$ cat src/rtl/frac_pkg.sv
// Shared constants and FSM encoding for the frac_search front end.
// Used by frac_row_feeder, its block buffer and the frac_search bench.
package frac_pkg;

    localparam int PIX_W = 8;
    localparam int BLK_N = 8;
    localparam int ROW_W = 64;
    localparam int ORG_W = 48;
    localparam int SAD_W = 12;
    localparam int MV_W  = 3;
    localparam int RA_W  = 3;
    localparam int CNT_W = 4;
    localparam int WCN_W = 3;

    typedef enum logic [1:0] {
        S_IDLE,
        S_STREAM,
        S_WAIT,
        S_CAPT
    } state_t;

endpackage

$ cat src/rtl/frac_row_feeder_if.sv
// Bus bundle between block loader / frac_search and frac_row_feeder.
// slave = feeder side, master = loader + frac_search side.
interface frac_row_feeder_if;
    import frac_pkg::*;

    logic             wr_en;
    logic             wr_sel;
    logic [RA_W-1:0]  wr_row;
    logic [ROW_W-1:0] wr_data;
    logic             wr_err;
    logic             start;
    logic             busy;
    logic [ROW_W-1:0] cur_pix;
    logic [ORG_W-1:0] org_pix;
    logic             ready;
    logic [SAD_W-1:0] sad_in;
    logic [MV_W-1:0]  mvx_in;
    logic [MV_W-1:0]  mvy_in;
    logic [SAD_W-1:0] res_sad;
    logic [MV_W-1:0]  res_mvx;
    logic [MV_W-1:0]  res_mvy;
    logic             res_valid;

    modport master (
        output wr_en, wr_sel, wr_row, wr_data,
        output start, sad_in, mvx_in, mvy_in,
        input  wr_err, busy, cur_pix, org_pix, ready,
        input  res_sad, res_mvx, res_mvy, res_valid
    );

    modport slave (
        input  wr_en, wr_sel, wr_row, wr_data,
        input  start, sad_in, mvx_in, mvy_in,
        output wr_err, busy, cur_pix, org_pix, ready,
        output res_sad, res_mvx, res_mvy, res_valid
    );

endinterface

$ cat src/rtl/frac_blk_buf.sv
// Block buffer: 8 current rows + 8 original rows, one write port,
// async read ports for a current row and an original row (inner 6 px).
// Ports: clk; we/wsel/wrow/wdata write; cur_addr->cur_row; org_addr->org_row.
module frac_blk_buf
    import frac_pkg::*;
(
    input  logic             clk,
    input  logic             we,
    input  logic             wsel,
    input  logic [RA_W-1:0]  wrow,
    input  logic [ROW_W-1:0] wdata,
    input  logic [RA_W-1:0]  cur_addr,
    output logic [ROW_W-1:0] cur_row,
    input  logic [RA_W-1:0]  org_addr,
    output logic [ORG_W-1:0] org_row
);

    // Edge pixels 0 and 7 of an original row are never read
    // downstream, so only the inner six are kept.
    logic [ROW_W-1:0] cur_mem [BLK_N];
    logic [ORG_W-1:0] org_mem [BLK_N];

    always_ff @(posedge clk) begin
        if (we) begin
            if (wsel)
                org_mem[wrow] <= wdata[ORG_W+PIX_W-1:PIX_W];
            else
                cur_mem[wrow] <= wdata;
        end
    end

    assign cur_row = cur_mem[cur_addr];
    assign org_row = org_mem[org_addr];

endmodule

$ cat src/rtl/frac_row_feeder.sv
// Streams buffered cur/org blocks to frac_search in skewed row order
// and captures its sad/mv result. Ports: clk, reset, bus (slave).
module frac_row_feeder
    import frac_pkg::*;
#(
    parameter int RESULT_LAT = 1
) (
    input  logic              clk,
    input  logic              reset,
    frac_row_feeder_if.slave  bus
);

    localparam logic [CNT_W-1:0] CNT_LAST  = CNT_W'(BLK_N);
    localparam logic [WCN_W-1:0] WAIT_LAST = WCN_W'(RESULT_LAT - 2);

    state_t           state;
    state_t           state_n;
    logic [CNT_W-1:0] cnt;
    logic [CNT_W-1:0] cnt_n;
    logic [WCN_W-1:0] wcnt;
    logic [WCN_W-1:0] wcnt_n;
    logic             start_q;
    logic             strm_n;
    logic [RA_W-1:0]  cur_addr;
    logic [RA_W-1:0]  org_addr;
    logic [ROW_W-1:0] cur_row;
    logic [ORG_W-1:0] org_row;
    logic             buf_we;

    assign buf_we = bus.wr_en && (state == S_IDLE);

    // Row addresses follow the next cycle's cnt because the pixel
    // outputs are registered. org lags cur by one row; at cnt=8
    // cnt[2:0]-1 wraps to 7 and cur holds at row 7.
    assign cur_addr = cnt_n[3] ? RA_W'(BLK_N - 1) : cnt_n[RA_W-1:0];
    assign org_addr = cnt_n[RA_W-1:0] - RA_W'(1);

    frac_blk_buf u_buf (
        .clk      (clk),
        .we       (buf_we),
        .wsel     (bus.wr_sel),
        .wrow     (bus.wr_row),
        .wdata    (bus.wr_data),
        .cur_addr (cur_addr),
        .cur_row  (cur_row),
        .org_addr (org_addr),
        .org_row  (org_row)
    );

    always_comb begin
        state_n = state;
        cnt_n   = cnt;
        wcnt_n  = wcnt;
        unique case (state)
            S_IDLE: begin
                if (start_q) begin
                    state_n = S_STREAM;
                    cnt_n   = '0;
                end
            end
            S_STREAM: begin
                if (cnt == CNT_LAST) begin
                    cnt_n   = '0;
                    wcnt_n  = '0;
                    state_n = (RESULT_LAT == 1) ? S_CAPT : S_WAIT;
                end else begin
                    cnt_n = cnt + CNT_W'(1);
                end
            end
            S_WAIT: begin
                if (wcnt == WAIT_LAST)
                    state_n = S_CAPT;
                else
                    wcnt_n = wcnt + WCN_W'(1);
            end
            S_CAPT: begin
                state_n = S_IDLE;
            end
            default: begin
                state_n = S_IDLE;
            end
        endcase
    end

    assign strm_n = (state_n == S_STREAM);

    always_ff @(posedge clk or posedge reset) begin
        if (reset) begin
            state         <= S_IDLE;
            cnt           <= '0;
            wcnt          <= '0;
            start_q       <= 1'b0;
            bus.ready     <= 1'b0;
            bus.busy      <= 1'b0;
            bus.cur_pix   <= '0;
            bus.org_pix   <= '0;
            bus.wr_err    <= 1'b0;
            bus.res_valid <= 1'b0;
            bus.res_sad   <= '0;
            bus.res_mvx   <= '0;
            bus.res_mvy   <= '0;
        end else begin
            state   <= state_n;
            cnt     <= cnt_n;
            wcnt    <= wcnt_n;
            // One-cycle arm so the burst starts the edge after start.
            start_q <= bus.start && (state == S_IDLE) && !start_q;
            bus.ready   <= strm_n;
            bus.busy    <= (state_n != S_IDLE);
            bus.cur_pix <= strm_n ? cur_row : '0;
            bus.org_pix <= (strm_n && cnt_n != '0) ? org_row : '0;
            bus.wr_err  <= bus.wr_en && (state != S_IDLE);
            bus.res_valid <= (state == S_CAPT);
            if (state == S_CAPT) begin
                bus.res_sad <= bus.sad_in;
                bus.res_mvx <= bus.mvx_in;
                bus.res_mvy <= bus.mvy_in;
            end
        end
    end

endmodule

$ cat src/flat_wrapper.sv
// flat-port wrapper written by rule: the top's interface ports become plain ports
module frac_row_feeder_flat import frac_pkg::*;
#(
    parameter int RESULT_LAT = 1
)
  (clk, reset, bus_wr_en, bus_wr_sel, bus_wr_row, bus_wr_data, bus_start, bus_sad_in, bus_mvx_in, bus_mvy_in, bus_wr_err, bus_busy, bus_cur_pix, bus_org_pix, bus_ready, bus_res_sad, bus_res_mvx, bus_res_mvy, bus_res_valid);
  frac_row_feeder_if bus_i ();
  input  logic clk;
  input  logic reset;
  input wire logic [$bits(bus_i.wr_en)-1:0] bus_wr_en;
  input wire logic [$bits(bus_i.wr_sel)-1:0] bus_wr_sel;
  input wire logic [$bits(bus_i.wr_row)-1:0] bus_wr_row;
  input wire logic [$bits(bus_i.wr_data)-1:0] bus_wr_data;
  input wire logic [$bits(bus_i.start)-1:0] bus_start;
  input wire logic [$bits(bus_i.sad_in)-1:0] bus_sad_in;
  input wire logic [$bits(bus_i.mvx_in)-1:0] bus_mvx_in;
  input wire logic [$bits(bus_i.mvy_in)-1:0] bus_mvy_in;
  output wire logic [$bits(bus_i.wr_err)-1:0] bus_wr_err;
  output wire logic [$bits(bus_i.busy)-1:0] bus_busy;
  output wire logic [$bits(bus_i.cur_pix)-1:0] bus_cur_pix;
  output wire logic [$bits(bus_i.org_pix)-1:0] bus_org_pix;
  output wire logic [$bits(bus_i.ready)-1:0] bus_ready;
  output wire logic [$bits(bus_i.res_sad)-1:0] bus_res_sad;
  output wire logic [$bits(bus_i.res_mvx)-1:0] bus_res_mvx;
  output wire logic [$bits(bus_i.res_mvy)-1:0] bus_res_mvy;
  output wire logic [$bits(bus_i.res_valid)-1:0] bus_res_valid;
  assign bus_i.wr_en = bus_wr_en;
  assign bus_i.wr_sel = bus_wr_sel;
  assign bus_i.wr_row = bus_wr_row;
  assign bus_i.wr_data = bus_wr_data;
  assign bus_i.start = bus_start;
  assign bus_i.sad_in = bus_sad_in;
  assign bus_i.mvx_in = bus_mvx_in;
  assign bus_i.mvy_in = bus_mvy_in;
  assign bus_wr_err = bus_i.wr_err;
  assign bus_busy = bus_i.busy;
  assign bus_cur_pix = bus_i.cur_pix;
  assign bus_org_pix = bus_i.org_pix;
  assign bus_ready = bus_i.ready;
  assign bus_res_sad = bus_i.res_sad;
  assign bus_res_mvx = bus_i.res_mvx;
  assign bus_res_mvy = bus_i.res_mvy;
  assign bus_res_valid = bus_i.res_valid;
  frac_row_feeder #(.RESULT_LAT(RESULT_LAT)) u_core (.clk(clk), .reset(reset), .bus(bus_i));
endmodule
$ cat config.mk
export PLATFORM = sky130hd
export DESIGN_NAME = frac_row_feeder_flat
export DESIGN_NICKNAME = d
export VERILOG_FILES = /design/src/rtl/frac_pkg.sv /design/src/rtl/frac_row_feeder_if.sv /design/src/rtl/frac_blk_buf.sv /design/src/rtl/frac_row_feeder.sv /design/src/flat_wrapper.sv
export SDC_FILE = /design/constraint.sdc
export NUM_CORES = 1
export LEC_CHECK = 0
export CORE_UTILIZATION = 50
export DETAILED_ROUTE_END_ITERATION = 8
export GPL_TIMING_DRIVEN = 0
export PLACE_DENSITY = 0.77
export SLEW_MARGIN = 5
export SYNTH_ARGS = -nofsm -noshare
export SYNTH_HDL_FRONTEND = slang
export SYNTH_SLANG_ARGS = --single-unit
$ cat constraint.sdc
create_clock -name clk -period 11.5 [get_ports clk]
set_input_delay 2.3 -clock clk [delete_from_list [all_inputs] [get_ports clk]]
set_output_delay 2.3 -clock clk [all_outputs]
set_load 0.01 [all_outputs]
==> results of run 1 <==
==> final timing paths <==
| check | start | endpoint | slack (ns) |
|---|---|---|---|
| setup / recovery | u_core.state[1] | u_core.bus.org_pix[18] | 6.13 |
| hold / removal | u_core.bus.res_mvx[1] | u_core.bus.res_mvx[1] | 0.50 |
| setup reg to reg | u_core.state[1] | u_core.bus.org_pix[18] | 6.13 |
| max in group asynchronous | reset | u_core.bus.org_pix[20] | 8.50 |
| min in group asynchronous | reset | u_core.bus.res_sad[2] | 2.09 |
| hold reg to reg | u_core.bus.res_mvx[1] | u_core.bus.res_mvx[1] | 0.50 |
==> layout make-up <==
type / instances / area (µm²)
Fill cell: 5254 / 29640
Timing Repair Buffer: 278 / 3085
Tap cell: 1030 / 1289
Buffer: 131 / 646.9
Sequential cell: 1040 / 30510
Multi-Input combinational cell: 921 / 7696
Clock inverter: 57 / 623.1
Inverter: 12 / 50.05
Antenna cell: 4 / 10.01
Clock buffer: 133 / 2781
==> cells in the mapped netlist (all sizes together), types with 3 or more instances <==
cell / n
nor2: 25
and2: 3
a21oi: 111
nand4: 5
a31oi: 12
inv: 12
o31a: 43
a221o: 12
edfxtp: 896
nor4: 4
a22o: 4
a22oi: 31
nand2: 245
o31ai: 8
nand3: 17
mux2i: 44
buf: 66
mux2: 37
a221oi: 48
dfrtp: 144
nand2b: 6
and3: 23
ha: 10
o311ai: 4
a222oi: 12
a211oi: 16
a32o: 43
a2111oi: 5
nor3: 7
clkbuf: 65
mux4: 97
o22ai: 5
o21ai: 19
==> state kept, by name, indices dropped and copies added, names as in the netlist <==
signal	count
u_core.bus.org_pix	48
u_core.bus.res_valid	1
u_core.state	2
u_core.bus.res_sad	12
u_core.bus.res_mvy	3
u_core.wcnt	3
u_core.bus.busy	1
u_core.bus.cur_pix	64
u_core.bus.ready	1
u_core.bus.res_mvx	3
u_core.start_q	1
u_core.u_buf.cur_mem	512
u_core.bus.wr_err	1
u_core.cnt	4
u_core.u_buf.org_mem	384
==> metal layers <==
metal / GRT usage, % / vias to the layer above
met5: 0 / -
met4: 10.28 / 14
met3: 5.637 / 244
met2: 41.51 / 1658
met1: 34.60 / 11350
li1: - / 9219
==> power groups by stage <==
stage / Clock, W / Sequential (W) / Combinational (W)
final: 0.00336 / 0.00441 / 0.00637
after detailed placement: 0 / 0.00449 / 0.00620
after global placement: 0 / 0.00449 / 0.00603
after floorplan: 0 / 0.00454 / 0.00372
after global routing: 0.00352 / 0.00443 / 0.00666
after CTS: 0.00339 / 0.00441 / 0.00628
==> critical path, stage by stage, from the launching register on <==
cell and delay [ns]:
sky130_fd_sc_hd__dfrtp_1 0.40, sky130_fd_sc_hd__inv_1 0.15, sky130_fd_sc_hd__ha_1 0.19, sky130_fd_sc_hd__buf_6 0.15
sky130_fd_sc_hd__mux2i_4 0.34, sky130_fd_sc_hd__a22o_1 0.21, sky130_fd_sc_hd__buf_4 0.19, sky130_fd_sc_hd__inv_2 0.06
sky130_fd_sc_hd__buf_6 0.17, sky130_fd_sc_hd__buf_4 0.21, sky130_fd_sc_hd__buf_4 0.21, sky130_fd_sc_hd__ha_1 0.29
sky130_fd_sc_hd__clkbuf_1 0.53, sky130_fd_sc_hd__clkbuf_1 0.81, sky130_fd_sc_hd__clkbuf_1 0.67, sky130_fd_sc_hd__mux4_2 0.40
sky130_fd_sc_hd__nand2_1 0.09, sky130_fd_sc_hd__a21oi_1 0.11
==> per-stage QoR <==
step                      hold slack (ns)  util [%]
after CTS                          0.5064     61.16
final                              0.5036     61.17
after global routing               0.5229     61.16
after detailed placement           0.4927     56.70
after global placement             0.4773     55.43
after floorplan                    0.4632         -
==> logic make-up after synthesis <==
logic type | Yosys count | synth area share [%]
buffers and inverters | 143 | 1.784
xor gates and xnor gates | 2 | 0.04517
and+or+nand+nor | 347 | 3.910
DFF | 1040 | 78.66
AOI/OAI and AO/OA | 384 | 7.406
muxes | 178 | 7.874
adders and majority gates | 10 | 0.3226
==> placed cells by master (no fill, tap or decap), types with 33 or more instances in the layout <==
cell type | netlist | layout
sky130_fd_sc_hd__clkbuf_16 | 0 | 104
sky130_fd_sc_hd__o31a_1 | 43 | 43
sky130_fd_sc_hd__mux2_2 | 37 | 37
sky130_fd_sc_hd__clkbuf_1 | 65 | 87
sky130_fd_sc_hd__a32o_1 | 43 | 43
sky130_fd_sc_hd__dfrtp_1 | 144 | 144
sky130_fd_sc_hd__a21oi_1 | 111 | 111
sky130_fd_sc_hd__a221oi_1 | 48 | 48
sky130_fd_sc_hd__nand2_1 | 244 | 244
sky130_fd_sc_hd__clkdlybuf4s50_1 | 0 | 223
sky130_fd_sc_hd__buf_2 | 40 | 40
sky130_fd_sc_hd__mux4_2 | 97 | 97
sky130_fd_sc_hd__mux2i_1 | 43 | 43
sky130_fd_sc_hd__edfxtp_1 | 896 | 896
sky130_fd_sc_hd__buf_4 | 16 | 33
==> metrics.txt, run 1 <==
# TYPE chip_impl_metric gauge
chip_impl_metric{name="ys_seq_area_share",unit="%"} 78.66
chip_impl_metric{name="net_count_after_synthesis",unit=""} 2204
chip_impl_metric{name="final-instance-count-excl-fill",unit=""} 3606
chip_impl_info{name="ctsRootBufferMaster",value="sky130_fd_sc_hd__clkbuf_16"} 1
chip_impl_metric{name="place.detailed.instances",unit=""} 3412
chip_impl_metric{name="detailed_place_hpwl",unit="µm"} 65020
chip_impl_info{name="top_layer",value="met5"} 1
chip_impl_metric{name="cts_buffer_depth",unit=""} 3
chip_impl_metric{name="cts-buffers-inserted",unit=""} 102
chip_impl_metric{name="final_layout_size_suffix_gt1_share",unit="%"} 17.30
chip_impl_metric{name="core_area",unit="mm²"} 0.07633
chip_impl_info{name="dominantRegCellSynth",value="sky130_fd_sc_hd__edfxtp_1"} 1
chip_impl_metric{name="finalWorstSetupSlack",unit="ns"} 6.134
chip_impl_metric{name="global_route.usage.total",unit="%"} 25.86
chip_impl_metric{name="netlist_cell_types",unit=""} 68
chip_impl_metric{name="timing.hold.worst_path_depth",unit=""} 1
chip_impl_metric{name="cts.reportedPaths.clkPinSlew",unit="ns"} 0.06
chip_impl_metric{name="floorplan_row_count",unit=""} 101
chip_impl_metric{name="worst_case_vdd_ir_drop",unit="V"} 0.0002723
chip_impl_metric{name="route.detailed.vias_per_inst",unit=""} 6.234
chip_impl_metric{name="placed_area",unit="mm²"} 0.04328
chip_impl_metric{name="die-width",unit="µm"} 280.5
chip_impl_metric{name="wl_per_cell",unit="µm"} 28.16
chip_impl_metric{name="min_period_over_period",unit="%"} 46.66
chip_impl_metric{name="final.setup.tns",unit="ns"} 0
chip_impl_metric{name="data_required_time_at_the_worst_endpoint",unit="ns"} 12.00
chip_impl_metric{name="number_of_antenna_violations_at_the_first_check_in_global_routing",unit=""} 13
chip_impl_metric{name="postCtsSetupBuffers",unit=""} 0
chip_impl_metric{name="timing.reg2reg.worst_path_depth",unit=""} 17
chip_impl_metric{name="clock_latency",unit="ns"} 0.68
chip_impl_metric{name="gp_congestion",unit=""} 0.8479
chip_impl_metric{name="congestion_overflow_gr",unit=""} 0
chip_impl_metric{name="path_max_fanout",unit=""} 10
chip_impl_info{name="synth_area_leader_cell",value="sky130_fd_sc_hd__edfxtp_1"} 1
chip_impl_metric{name="power_leakage",unit="nW"} 15.92
chip_impl_metric{name="remaining_antenna_violation_count_after_routing",unit=""} 0
chip_impl_metric{name="die-height",unit="µm"} 280.5
chip_impl_metric{name="p_switching",unit="W"} 0.005604
chip_impl_metric{name="wirelength",unit="µm"} 101500
chip_impl_metric{name="clock_power_share",unit="%"} 23.8
chip_impl_metric{name="p_seq_share",unit="%"} 31.2
chip_impl_metric{name="die_area",unit="mm²"} 0.07869
chip_impl_metric{name="area_delta_synth_final",unit="%"} 20.38
chip_impl_metric{name="firstDrtPassIters",unit=""} 9
chip_impl_info{name="critPathLaunchType",value="register"} 1
chip_impl_metric{name="p_total",unit="W"} 0.01414
chip_impl_metric{name="via_count",unit=""} 22480
chip_impl_metric{name="synth-edff-count",unit=""} 896
chip_impl_metric{name="routed-wl-met2",unit="µm"} 48350
chip_impl_metric{name="slew_headroom",unit="%"} 20.56
chip_impl_info{name="worst_setup_path_end_kind",value="register"} 1
chip_impl_metric{name="pre_cts_slack",unit="ns"} 6.176
chip_impl_metric{name="number_of_placed_i_o_pins",unit=""} 224
chip_impl_metric{name="yosys_warnings",unit=""} 0
chip_impl_metric{name="yosys_register_bits",unit=""} 1040
chip_impl_metric{name="synthesis.area_per_instance",unit="µm²"} 18.43
chip_impl_metric{name="finalMaxSlewViolations",unit=""} 0
chip_impl_info{name="post_synth_main_area_contributors",value="sky130_fd_sc_hd__edfxtp_1, sky130_fd_sc_hd__dfrtp_1, sky130_fd_sc_hd__mux4_2, sky130_fd_sc_hd__nand2_1, sky130_fd_sc_hd__a21oi_1"} 1
chip_impl_metric{name="global_route_wire_length_before_repair",unit="µm"} 147000
chip_impl_metric{name="power.density_cell_area",unit="mW/mm²"} 302.9
chip_impl_metric{name="netSwitchingFraction",unit="%"} 39.63
chip_impl_metric{name="hold_violations",unit=""} 0
chip_impl_metric{name="cts.htree.levels",unit=""} 3
chip_impl_metric{name="drt_iter0_drc",unit=""} 3363
chip_impl_metric{name="largest_net_degree_at_the_start_of_global_routing",unit=""} 81
chip_impl_info{name="timing.hold.worst.class",value="reg -> reg"} 1
chip_impl_metric{name="setup_viol",unit=""} 0
chip_impl_metric{name="worstPathArrival",unit="ns"} 5.87
chip_impl_metric{name="finalCriticalPeriod",unit="ns"} 5.366
chip_impl_info{name="tritoncts",value="yes"} 1
chip_impl_info{name="setup_repair_after_global_routing_missed_its_margin",value="no"} 1
chip_impl_metric{name="number_of_port_buffers",unit=""} 223
chip_impl_info{name="outcome",value="completed"} 1
chip_impl_metric{name="drc_violations_left",unit=""} 0
chip_impl_metric{name="netlist.area_leader.share",unit="%"} 69.37
chip_impl_info{name="setup.worst_path.class",value="reg -> reg"} 1
chip_impl_metric{name="netlist_area",unit="mm²"} 0.03879
chip_impl_metric{name="initial_core_util",unit="%"} 50.82
chip_impl_metric{name="final_net_count",unit=""} 2586
chip_impl_metric{name="comb_power_share",unit="%"} 45.1
chip_impl_metric{name="p_int",unit="W"} 0.008537
chip_impl_metric{name="worst_pin_slew",unit="ns"} 1.192
chip_impl_metric{name="tritoncts_num_sinks",unit=""} 1040
chip_impl_metric{name="maximum_frequency_from_static_timing_analysis",unit="MHz"} 186.4
chip_impl_metric{name="clock_skew",unit="ns"} 0.02445
chip_impl_metric{name="ctsHoldBuffers",unit=""} 0
chip_impl_metric{name="routedLengthMet1",unit="µm"} 37080
chip_impl_metric{name="wl_met3",unit="µm"} 12160
chip_impl_metric{name="cts.repair.resized",unit=""} 0
chip_impl_metric{name="cap_viol_max_count",unit=""} 0
chip_impl_metric{name="layout.cell_area.non_filler",unit="mm²"} 0.04669
chip_impl_metric{name="synthCells",unit=""} 2104
chip_impl_metric{name="first_global_vias",unit=""} 22650
chip_impl_metric{name="synth_async_reset_ratio",unit="%"} 13.85
Power figures use the tool's default switching activity.
==> run 2: changes to the inputs <==
clock period = 5.1 ns   (was 11.5 ns; I/O delays follow)
==> run 2 against run 1 <==
  * Combinational power rose by 130%
  * Count of clock-buffer cells in the layout rose by 12
  * Global-route usage rose by 0.46 points
  * Critical path depth fell by 1
==> metrics.txt, run 2 (synthesis results as in run 1) <==
# TYPE chip_impl_metric gauge
chip_impl_info{name="outcome",value="completed"} 1
chip_impl_info{name="worst_setup_path_end_kind",value="register"} 1
chip_impl_metric{name="p_total",unit="W"} 0.03174
chip_impl_metric{name="floorplan_row_count",unit=""} 101
chip_impl_info{name="top_regs",value="u_core.u_buf.cur_mem: 512 flops, u_core.u_buf.org_mem: 384 flops, u_core.bus.cur_pix: 64 flops"} 1
chip_impl_info{name="timing.hold.worst.class",value="reg -> reg"} 1
chip_impl_metric{name="number_of_placed_i_o_pins",unit=""} 224
chip_impl_metric{name="via_count",unit=""} 22540
chip_impl_metric{name="firstDrtPassIters",unit=""} 8
chip_impl_metric{name="finalWorstSetupSlack",unit="ns"} 0.1453
chip_impl_metric{name="finalCriticalPeriod",unit="ns"} 4.955
chip_impl_metric{name="first_global_vias",unit=""} 22760
chip_impl_metric{name="multi_input_area",unit="mm²"} 0.007709
chip_impl_metric{name="power.density_cell_area",unit="mW/mm²"} 681.0
chip_impl_metric{name="path_max_fanout",unit=""} 10
chip_impl_metric{name="maximum_frequency_from_static_timing_analysis",unit="MHz"} 201.8
chip_impl_metric{name="setup_viol",unit=""} 0
chip_impl_metric{name="power_leakage",unit="nW"} 15.89
chip_impl_metric{name="worstPathArrival",unit="ns"} 5.53
chip_impl_info{name="setup_repair_after_global_routing_missed_its_margin",value="no"} 1
chip_impl_metric{name="die_area",unit="mm²"} 0.07869
chip_impl_metric{name="timing.reg2reg.worst_path_depth",unit=""} 16
chip_impl_info{name="hold-path-endpoint",value="u_core.wcnt[1]"} 1
chip_impl_metric{name="largest_net_degree_at_the_start_of_global_routing",unit=""} 79
chip_impl_metric{name="worst_pin_slew",unit="ns"} 1.075
chip_impl_metric{name="remaining_antenna_violation_count_after_routing",unit=""} 0
chip_impl_info{name="layout.cells.most_common",value="sky130_fd_sc_hd__edfxtp_1"} 1
chip_impl_metric{name="postCtsSetupBuffers",unit=""} 0
chip_impl_metric{name="rrSetupSlack",unit="ns"} 0.15
chip_impl_metric{name="tritoncts_num_sinks",unit=""} 1040
chip_impl_metric{name="clock_latency",unit="ns"} 0.70
chip_impl_metric{name="wl_per_cell",unit="µm"} 28.57
chip_impl_metric{name="worst_case_vdd_ir_drop",unit="V"} 0.0004995
chip_impl_metric{name="pre_cts_slack",unit="ns"} -0.1866
chip_impl_metric{name="global_route_wire_length_before_repair",unit="µm"} 149200
chip_impl_metric{name="congestion_overflow_gr",unit=""} 0
chip_impl_metric{name="data_required_time_at_the_worst_endpoint",unit="ns"} 5.68
chip_impl_metric{name="die-height",unit="µm"} 280.5
chip_impl_info{name="largest-register",value="u_core.u_buf.cur_mem"} 1
chip_impl_info{name="hold_path.startpoint",value="u_core.wcnt[1]"} 1
chip_impl_metric{name="initial_core_util",unit="%"} 50.82
chip_impl_metric{name="drc_violations_left",unit=""} 0
chip_impl_info{name="rr_startpoint",value="u_core.state[1]"} 1
chip_impl_metric{name="clock_skew",unit="ns"} 0.03615
chip_impl_metric{name="core_area",unit="mm²"} 0.07633
chip_impl_metric{name="slew_headroom",unit="%"} 28.33
chip_impl_metric{name="fillers",unit=""} 5259
chip_impl_metric{name="min_period_over_period",unit="%"} 97.15
chip_impl_metric{name="place.detailed.instances",unit=""} 3404
chip_impl_metric{name="finalMaxSlewViolations",unit=""} 0
chip_impl_metric{name="die-width",unit="µm"} 280.5
chip_impl_metric{name="area_delta_synth_final",unit="%"} 20.15
chip_impl_metric{name="global_route.usage.total",unit="%"} 26.32
chip_impl_metric{name="final_net_count",unit=""} 2577
chip_impl_metric{name="cts_buffer_depth",unit=""} 3
chip_impl_metric{name="cts.reportedPaths.clkPinSlew",unit="ns"} 0.06
chip_impl_metric{name="route.detailed.vias_per_inst",unit=""} 6.265
chip_impl_metric{name="drt_iter0_drc",unit=""} 3468
chip_impl_metric{name="final_layout_size_suffix_gt1_share",unit="%"} 17.00
chip_impl_metric{name="number_of_port_buffers",unit=""} 223
chip_impl_info{name="critPathLaunchType",value="register"} 1
chip_impl_metric{name="cts-buffers-inserted",unit=""} 101
chip_impl_info{name="crit-reg2reg-capture",value="u_core.bus.org_pix[26]"} 1
chip_impl_info{name="ctsRootBufferMaster",value="sky130_fd_sc_hd__clkbuf_16"} 1
chip_impl_metric{name="cts.htree.levels",unit=""} 3
chip_impl_metric{name="timing.hold.worst_path_depth",unit=""} 1
chip_impl_metric{name="detailed_place_hpwl",unit="µm"} 65710
chip_impl_metric{name="final-instance-count-excl-fill",unit=""} 3597
chip_impl_metric{name="wirelength",unit="µm"} 102800
chip_impl_metric{name="number_of_antenna_violations_at_the_first_check_in_global_routing",unit=""} 9
chip_impl_metric{name="largest_register_ffs",unit=""} 512
chip_impl_metric{name="cap_viol_max_count",unit=""} 0
chip_impl_info{name="setup.worst_path.class",value="reg -> reg"} 1
chip_impl_info{name="tritoncts",value="yes"} 1
chip_impl_metric{name="final-seq-area",unit="mm²"} 0.03051
chip_impl_metric{name="final_util",unit="%"} 61.05
chip_impl_info{name="most_used_cells_in_the_layout_excluding_fill_and_tap_cells",value="sky130_fd_sc_hd__edfxtp_1, sky130_fd_sc_hd__nand2_1, sky130_fd_sc_hd__clkdlybuf4s50_1"} 1
chip_impl_metric{name="gp_congestion",unit=""} 0.8507
chip_impl_metric{name="hold_violations",unit=""} 0
[run 2: cell types whose count changed in the layout (fill, tap and decap cells not counted), moves of 3 or more]
cell                         change
sky130_fd_sc_hd__buf_12          -3
sky130_fd_sc_hd__buf_16          +4
sky130_fd_sc_hd__buf_4           -9
sky130_fd_sc_hd__buf_6           -8
sky130_fd_sc_hd__buf_8           +8
sky130_fd_sc_hd__bufinv_16       -7
sky130_fd_sc_hd__clkbuf_16       +3
sky130_fd_sc_hd__clkbuf_2        +6
sky130_fd_sc_hd__clkinvlp_4      -6
[run 2: worst max-delay path by stage]
stage,from,slack (ns),end,cells past startpoint
3_3_place_gp,bus_wr_en,-3.96,u_core.u_buf.org_mem[0][20],5
2_1_floorplan,bus_wr_en,0.05,u_core.u_buf.org_mem[0][0],4
4_1_cts,u_core.state[1],0.005,u_core.bus.org_pix[47],16
5_1_grt,u_core.state[0],0.003,u_core.bus.org_pix[27],16
6_report,u_core.state[1],0.15,u_core.bus.org_pix[26],16
3_5_place_dp,u_core.state[1],-0.19,u_core.bus.org_pix[7],17
[run 2: report_power, final]
part           switching, W  total, W  internal [W]
combinational       0.00933    0.0144       0.00510
clock               0.00321   0.00736       0.00415
sequential         0.000169   0.00994       0.00977
total                0.0127    0.0317        0.0190
[run 2: critical path, stage by stage (launching register included)]
cell and delay [ns]:
sky130_fd_sc_hd__dfrtp_1 0.40, sky130_fd_sc_hd__inv_1 0.15, sky130_fd_sc_hd__ha_1 0.19, sky130_fd_sc_hd__buf_6 0.15, sky130_fd_sc_hd__mux2i_4 0.35, sky130_fd_sc_hd__a22o_1 0.21, sky130_fd_sc_hd__buf_4 0.20, sky130_fd_sc_hd__inv_2 0.07
sky130_fd_sc_hd__buf_6 0.17, sky130_fd_sc_hd__buf_4 0.20, sky130_fd_sc_hd__buf_4 0.22, sky130_fd_sc_hd__ha_1 0.28, sky130_fd_sc_hd__xnor2_1 0.48, sky130_fd_sc_hd__clkbuf_1 0.84, sky130_fd_sc_hd__clkbuf_1 0.56, sky130_fd_sc_hd__nand2_1 0.15
sky130_fd_sc_hd__a21oi_1 0.22
[run 2: routing by layer]
metal,share of wire [%],GRT usage [%]
met2,48,42.35
met5,0.075,0
met3,12,6.070
met4,3.7,10.38
met1,36,34.90
[run 2: stage by stage]
step | TNS [ns] | hold slack, ns | area (µm²)
3_3_place_gp | -2252.59 | 0.4767 | 42320
4_1_cts | 0 | 0.4993 | 46590
6_report | 0 | 0.4936 | 46600
3_5_place_dp | -2.081 | 0.4854 | 43300
5_1_grt | 0 | 0.5259 | 46600
2_1_floorplan | 0 | 0.4632 | 38800
[run 2: layout make-up]
class | instances | area share, %
Inverter | 12 | 0.1074
Antenna cell | 2 | 0.01074
Clock buffer | 145 | 6.245
Sequential cell | 1040 | 65.47
Buffer | 131 | 1.404
Multi-Input combinational cell | 921 | 16.54
Clock inverter | 46 | 0.8082
Timing Repair Buffer | 270 | 6.648
Tap cell | 1030 | 2.765
[run 2: repair_timing]
item	in CTS	in global routing
hold buffers	0	0
gates resized for setup	3	7
setup endpoints to repair	40	26
